**src/rtl/qam_symbol_scheduler_if.sv**
```systemverilog
// Byte-source handshake and 16-QAM symbol output bundle
// for the QAM symbol scheduler.
interface qam_symbol_scheduler_if;
    logic [7:0] s_data;
    logic       s_valid;
    logic       s_last;
    logic       s_ready;
    logic [3:0] sym_nibble;
    logic       sym_valid;
    logic       tx_active;
    logic       underrun;

    modport slave (
        input  s_data, s_valid, s_last,
        output s_ready, sym_nibble, sym_valid, tx_active, underrun
    );

    modport master (
        output s_data, s_valid, s_last,
        input  s_ready, sym_nibble, sym_valid, tx_active, underrun
    );
endinterface

```
**src/rtl/qam_symbol_scheduler.sv**
```systemverilog
// Frames a byte stream into PREAMBLE/PAYLOAD/GUARD bursts of
// 4-bit symbols, each held SYM_DIV clocks, for a 16-QAM mapper.
module qam_symbol_scheduler #(
    parameter int unsigned SYM_DIV      = 4,
    parameter int unsigned PREAMBLE_LEN = 8,
    parameter int unsigned GUARD_LEN    = 2,
    parameter logic [3:0]  PRE_A        = 4'h0,
    parameter logic [3:0]  PRE_B        = 4'hF
) (
    input  logic                  clk,
    input  logic                  rst,
    qam_symbol_scheduler_if.slave bus
);
    localparam int unsigned CW = $clog2(SYM_DIV);
    localparam logic [CW-1:0] CNT_MAX  = CW'(SYM_DIV - 1);
    localparam logic [7:0]    PRE_LAST = 8'(PREAMBLE_LEN - 1);
    localparam logic [7:0]    GRD_LAST = 8'(GUARD_LEN - 1);

    typedef enum logic [1:0] {
        S_IDLE,
        S_PRE,
        S_PAY,
        S_GRD
    } state_e;

    state_e        state_q, state_d;
    logic [CW-1:0] cnt_q, cnt_d;
    logic [7:0]    idx_q, idx_d;
    logic          nib_sel_q, nib_sel_d;
    logic [7:0]    byte_q, byte_d;
    logic          last_q, last_d;
    logic [3:0]    nib_q, nib_d;
    logic          sv_q, sv_d;
    logic          tx_q, tx_d;
    logic          ur_q, ur_d;

    logic tick;
    logic fetch;

    assign tick = (cnt_q == CNT_MAX);

    // A byte is needed after the last preamble symbol and after
    // each low nibble of a byte that was not flagged last.
    assign fetch = tick &&
        ((state_q == S_PRE && idx_q == PRE_LAST) ||
         (state_q == S_PAY && !nib_sel_q && !last_q));

    assign bus.s_ready    = fetch;
    assign bus.sym_nibble = nib_q;
    assign bus.sym_valid  = sv_q;
    assign bus.tx_active  = tx_q;
    assign bus.underrun   = ur_q;

    always_comb begin
        state_d   = state_q;
        cnt_d     = (state_q == S_IDLE || tick) ? '0 : cnt_q + CW'(1);
        idx_d     = idx_q;
        nib_sel_d = nib_sel_q;
        byte_d    = byte_q;
        last_d    = last_q;
        nib_d     = nib_q;
        sv_d      = 1'b0;
        ur_d      = 1'b0;

        unique case (state_q)
            S_IDLE: begin
                if (bus.s_valid) begin
                    state_d = S_PRE;
                    idx_d   = '0;
                    nib_d   = PRE_A;
                    sv_d    = 1'b1;
                end
            end
            S_PRE: begin
                if (tick && !fetch) begin
                    idx_d = idx_q + 8'd1;
                    nib_d = idx_q[0] ? PRE_A : PRE_B;
                    sv_d  = 1'b1;
                end
            end
            S_PAY: begin
                if (tick && nib_sel_q) begin
                    nib_d     = byte_q[3:0];
                    nib_sel_d = 1'b0;
                    sv_d      = 1'b1;
                end else if (tick && last_q) begin
                    state_d = S_GRD;
                    idx_d   = '0;
                    nib_d   = '0;
                end
            end
            S_GRD: begin
                if (tick) begin
                    if (idx_q == GRD_LAST) begin
                        state_d = S_IDLE;
                        idx_d   = '0;
                    end else begin
                        idx_d = idx_q + 8'd1;
                    end
                end
            end
            default: state_d = S_IDLE;
        endcase

        // Missing byte at a fetch point aborts into the guard.
        if (fetch) begin
            if (bus.s_valid) begin
                byte_d    = bus.s_data;
                last_d    = bus.s_last;
                nib_d     = bus.s_data[7:4];
                nib_sel_d = 1'b1;
                state_d   = S_PAY;
                sv_d      = 1'b1;
            end else begin
                ur_d    = 1'b1;
                state_d = S_GRD;
                idx_d   = '0;
                nib_d   = '0;
            end
        end

        tx_d = (state_d == S_PRE) || (state_d == S_PAY);
    end

    always_ff @(posedge clk) begin
        if (rst) begin
            state_q   <= S_IDLE;
            cnt_q     <= '0;
            idx_q     <= '0;
            nib_sel_q <= 1'b0;
            byte_q    <= '0;
            last_q    <= 1'b0;
            nib_q     <= '0;
            sv_q      <= 1'b0;
            tx_q      <= 1'b0;
            ur_q      <= 1'b0;
        end else begin
            state_q   <= state_d;
            cnt_q     <= cnt_d;
            idx_q     <= idx_d;
            nib_sel_q <= nib_sel_d;
            byte_q    <= byte_d;
            last_q    <= last_d;
            nib_q     <= nib_d;
            sv_q      <= sv_d;
            tx_q      <= tx_d;
            ur_q      <= ur_d;
        end
    end
endmodule

```
**src/flat_wrapper.sv**
```systemverilog
// flat-port wrapper written by rule: the top's interface ports become plain ports
module qam_symbol_scheduler_flat 
#(
    parameter int unsigned SYM_DIV      = 4,
    parameter int unsigned PREAMBLE_LEN = 8,
    parameter int unsigned GUARD_LEN    = 2,
    parameter logic [3:0]  PRE_A        = 4'h0,
    parameter logic [3:0]  PRE_B        = 4'hF
)
  (clk, rst, bus_s_data, bus_s_valid, bus_s_last, bus_s_ready, bus_sym_nibble, bus_sym_valid, bus_tx_active, bus_underrun);
  qam_symbol_scheduler_if bus_i ();
  input  logic clk;
  input  logic rst;
  input wire logic [$bits(bus_i.s_data)-1:0] bus_s_data;
  input wire logic [$bits(bus_i.s_valid)-1:0] bus_s_valid;
  input wire logic [$bits(bus_i.s_last)-1:0] bus_s_last;
  output wire logic [$bits(bus_i.s_ready)-1:0] bus_s_ready;
  output wire logic [$bits(bus_i.sym_nibble)-1:0] bus_sym_nibble;
  output wire logic [$bits(bus_i.sym_valid)-1:0] bus_sym_valid;
  output wire logic [$bits(bus_i.tx_active)-1:0] bus_tx_active;
  output wire logic [$bits(bus_i.underrun)-1:0] bus_underrun;
  assign bus_i.s_data = bus_s_data;
  assign bus_i.s_valid = bus_s_valid;
  assign bus_i.s_last = bus_s_last;
  assign bus_s_ready = bus_i.s_ready;
  assign bus_sym_nibble = bus_i.sym_nibble;
  assign bus_sym_valid = bus_i.sym_valid;
  assign bus_tx_active = bus_i.tx_active;
  assign bus_underrun = bus_i.underrun;
  qam_symbol_scheduler #(.SYM_DIV(SYM_DIV), .PREAMBLE_LEN(PREAMBLE_LEN), .GUARD_LEN(GUARD_LEN), .PRE_A(PRE_A), .PRE_B(PRE_B)) u_core (.clk(clk), .rst(rst), .bus(bus_i));
endmodule
```
**config.mk**
```make
export PLATFORM = sky130hd
export DESIGN_NAME = qam_symbol_scheduler_flat
export DESIGN_NICKNAME = d
export VERILOG_FILES = /design/src/rtl/qam_symbol_scheduler_if.sv /design/src/rtl/qam_symbol_scheduler.sv /design/src/flat_wrapper.sv
export SDC_FILE = /design/constraint.sdc
export NUM_CORES = 1
export LEC_CHECK = 0
export ABC_AREA = 1
export BUFFER_PORTS_ARGS = -buffer_cell sky130_fd_sc_hd__buf_4
export CAP_MARGIN = 40
export CORE_MARGIN = 4
export CORE_UTILIZATION = 61
export DETAILED_ROUTE_END_ITERATION = 10
export GPL_ROUTABILITY_DRIVEN = 0
export HOLD_SLACK_MARGIN = 0.03
export MAX_ROUTING_LAYER = met4
export PLACE_DENSITY = 0.81
export SLEW_MARGIN = 10
export SYNTH_ARGS = -nofsm -noshare
export SYNTH_HDL_FRONTEND = slang
export SYNTH_SLANG_ARGS = --single-unit
```
**constraint.sdc**
```tcl
create_clock -name clk -period 3 [get_ports clk]
set_input_delay 0.45 -clock clk [delete_from_list [all_inputs] [get_ports clk]]
set_output_delay 0.45 -clock clk [all_outputs]
set_load 0.02 [all_outputs]
```
==> results.sh <==
export IMPL_endpoint_kind="output pin"
export IMPL_num_vias=1516
export IMPL_crit_chain="inv_1 -> ha_1 -> nand3_1 -> nand2_4 -> nand2_4 -> inv_2 -> buf_4"
export IMPL_clk_pin_slew_worst_paths_ns=0.13
export IMPL_synth_edff_count=0
export IMPL_numClockSinks=25
export IMPL_crit_arrival_ns=1.81
export IMPL_fillers=183
export IMPL_core_area_mm2=0.002276
export IMPL_grt_pass1_vias=1418
export IMPL_avgSynthCellArea_um2=6.535
export IMPL_drcViolationCount=0
export IMPL_max_stage_delay_ns=0.37
export IMPL_die_w_um=57.53
export IMPL_clockBufferDepth=2
export IMPL_crit_top_cell="nand2_4"
export IMPL_timing_final_hold_violations=0
export IMPL_ys_ff_latch=25
export IMPL_area_growth_pct=12.29
export IMPL_p_per_area_mw_per_mm2=424.0
export IMPL_critPathLaunchType="flop"
export IMPL_post_cts_resized=0
export IMPL_die_area_mm2=0.003310
export IMPL_status="finished clean"
export IMPL_cts_htree_levels=1
export IMPL_synthFlopType="dfxtp_1"
export IMPL_dr_pass1_iters=5
export IMPL_max_cap_viol_count=0
export IMPL_slowest_stage="dfxtp_1"
export IMPL_hpwl_mm=2.763
export IMPL_clock_latency_ns=0.32
export IMPL_synthArstFlopShare_pct=0
export IMPL_max_freq_mhz=442.1
export IMPL_crit_buf_inv=3
export IMPL_ant_nets=0
export IMPL_synth_nets=249
export IMPL_period_minus_slack_ns=2.262
export IMPL_worstHoldPathType="primary input to flop"
export IMPL_layout_drive_gt1_share_pct=16.87
export IMPL_grt_pass1_wl_mm=6.154
export IMPL_cts_root_buf="clkbuf_4"
export IMPL_critPathMaxFanout=6
export IMPL_grt_overflow=0
export IMPL_syn_area_mm2=0.001496
export IMPL_port_buffers=19
export IMPL_synth_distinct_cells=27
export IMPL_totalWireLength_mm=3.508
export IMPL_ys_seq_area_share_pct=33.44
export IMPL_std_cell_rows=17
export IMPL_fin_skew_ns=0.009153
export IMPL_fin_crit_sh_pct=75.40
export IMPL_yosysWarnings=0
export IMPL_postCtsHoldBufs=0
export IMPL_slew_headroom_pct=69.24
export IMPL_rsz0062_at_grt="no"
export IMPL_final_net_count=270
export IMPL_p_leak_nw=0.7981
export IMPL_tns_ns=0
export IMPL_hold_slack_ns=0.3339
export IMPL_grt_use_total_pct=24.18
export IMPL_io_pins=20
export IMPL_setup_viol=0
export IMPL_cts_buffers=3
export IMPL_worst_pin_slew_ns=0.4614
export IMPL_tritoncts="built"
export IMPL_start_util_pct=65.75
export IMPL_die_h_um=57.53
export IMPL_ir_drop_mv=0.4864
export IMPL_vias_per_cell=5.473
export IMPL_antenna_found_initial=0
export IMPL_slew_viol_final=0
export IMPL_diodes=0
export IMPL_crit_family="simple AND/OR/NAND/NOR gates"
export IMPL_drt_iter0_drc=107
export IMPL_grt_max_degree=14
export IMPL_wl_per_cell_um=12.66
export IMPL_synthCells=229
export IMPL_worst_ep_required_time_ns=2.55
export IMPL_crit_type="flop to output pin"
export IMPL_cts_setup_buffers=0
-- where the power goes --
group | internal [mW] | switching, mW | total, mW
combinational | 0.0718 | 0.127 | 0.199
clock | 0.0520 | 0.101 | 0.153
sequential | 0.351 | 0.00949 | 0.360
-- synth_stat cells, types with 2 or more instances --
cell | instances | area (um2)
a21oi_1 | 17 | 85.08
a21oi_2 | 3 | 26.28
dfxtp_1 | 25 | 500.5
ha_1 | 8 | 100.1
inv_1 | 27 | 101.4
inv_2 | 5 | 18.77
nand2_1 | 63 | 236.5
nand2_2 | 6 | 37.54
nand2_4 | 2 | 22.52
nand3_1 | 14 | 70.07
nand4_1 | 2 | 12.51
nor2_1 | 27 | 101.4
nor2_2 | 2 | 12.51
o21ai_0 | 13 | 65.06
o21ai_1 | 3 | 15.01
-- cell usage in the layout (no fill, tap or decap), types with 2 or more instances in the layout --
cell type / instances
a21oi_1: 17
nor2_1: 27
inv_2: 5
clkbuf_4: 3
ha_1: 8
o21ai_0: 13
nand2_1: 63
nand2_4: 2
nand4_1: 2
buf_4: 19
nor2_2: 2
a21oi_2: 3
nand3_1: 14
nand2_2: 6
inv_1: 27
dfxtp_1: 25
o21ai_1: 3
-- per-layer routing --
layer | global-route usage [%] | wire length, um | vias up
li1 | - | - | 764
met1 | 30.04 | 1445 | 663
met2 | 39.19 | 1685 | 81
met3 | 2.262 | 285 | 8
met4 | 11.26 | 91 | 0
met5 | - | 0 | -
-- area by class of cell --
cell class	instances	area, um2	share of cell area, %
clock buffer	4	26.28	1.564
inverter	32	120.1	7.148
multi-input combinational	169	855.8	50.93
sequential	25	500.5	29.78
tap	28	35.03	2.085
timing repair buffer	19	142.6	8.488
-- metrics by stage --
step           cell area [um2]  setup slack (ns)  util [%]  total power, mW  cells
2_1_floorplan             1496             1.399         -           0.4980    229
3_3_place_gp              1654             1.240     72.68           0.5597    273
3_5_place_dp              1654             1.143     72.68           0.5646    273
4_1_cts                   1680            0.7639     73.83           0.7148    277
5_1_grt                   1680            0.6505     73.83           0.7588    277
6_report                  1680            0.7379     73.83           0.7125    277
-- state kept, by name, summed over array words and instances (netlist names) --
name	count
u_core.idx_q	8
u_core.bus.sym_nibble	4
u_core.byte_q	4
u_core.cnt_q	2
u_core.state_q	2
u_core.bus.sym_valid	1
u_core.bus.tx_active	1
u_core.bus.underrun	1
u_core.last_q	1
u_core.nib_sel_q	1
-- logic make-up after synthesis --
group           count (synthesis)  share of synthesized area, %
simple gates                  119                         34.53
compound gates                 41                         15.39
buf+inv                        35                         9.364
flops                          25                         33.44
fa+ha+maj                       8                         6.689
xor+xnor                        1                        0.5854
-- path summary, 6_finish.rpt --
path                                         end  depth (start not counted)  slack, ns               from
worst min-delay path            u_core.nib_sel_q                          2       0.33                rst
worst max-delay path                 bus_s_ready                          7       0.74  u_core.state_q[0]
worst max register to register   u_core.idx_q[3]                          9       1.08  u_core.state_q[0]
worst min register to register   u_core.cnt_q[0]                          1       0.44    u_core.cnt_q[0]
-- worst reg2reg max path, stage by stage, from the launching register on --
cell and delay, ns:
dfxtp_1 0.42, inv_1 0.12, ha_1 0.29, nand3_1 0.23, nand4_1 0.26, nand2_2 0.20, nand2_2 0.09, o21bai_1 0.13
nand2_1 0.07, nor2_1 0.08
Power figures use the tool's default switching activity.
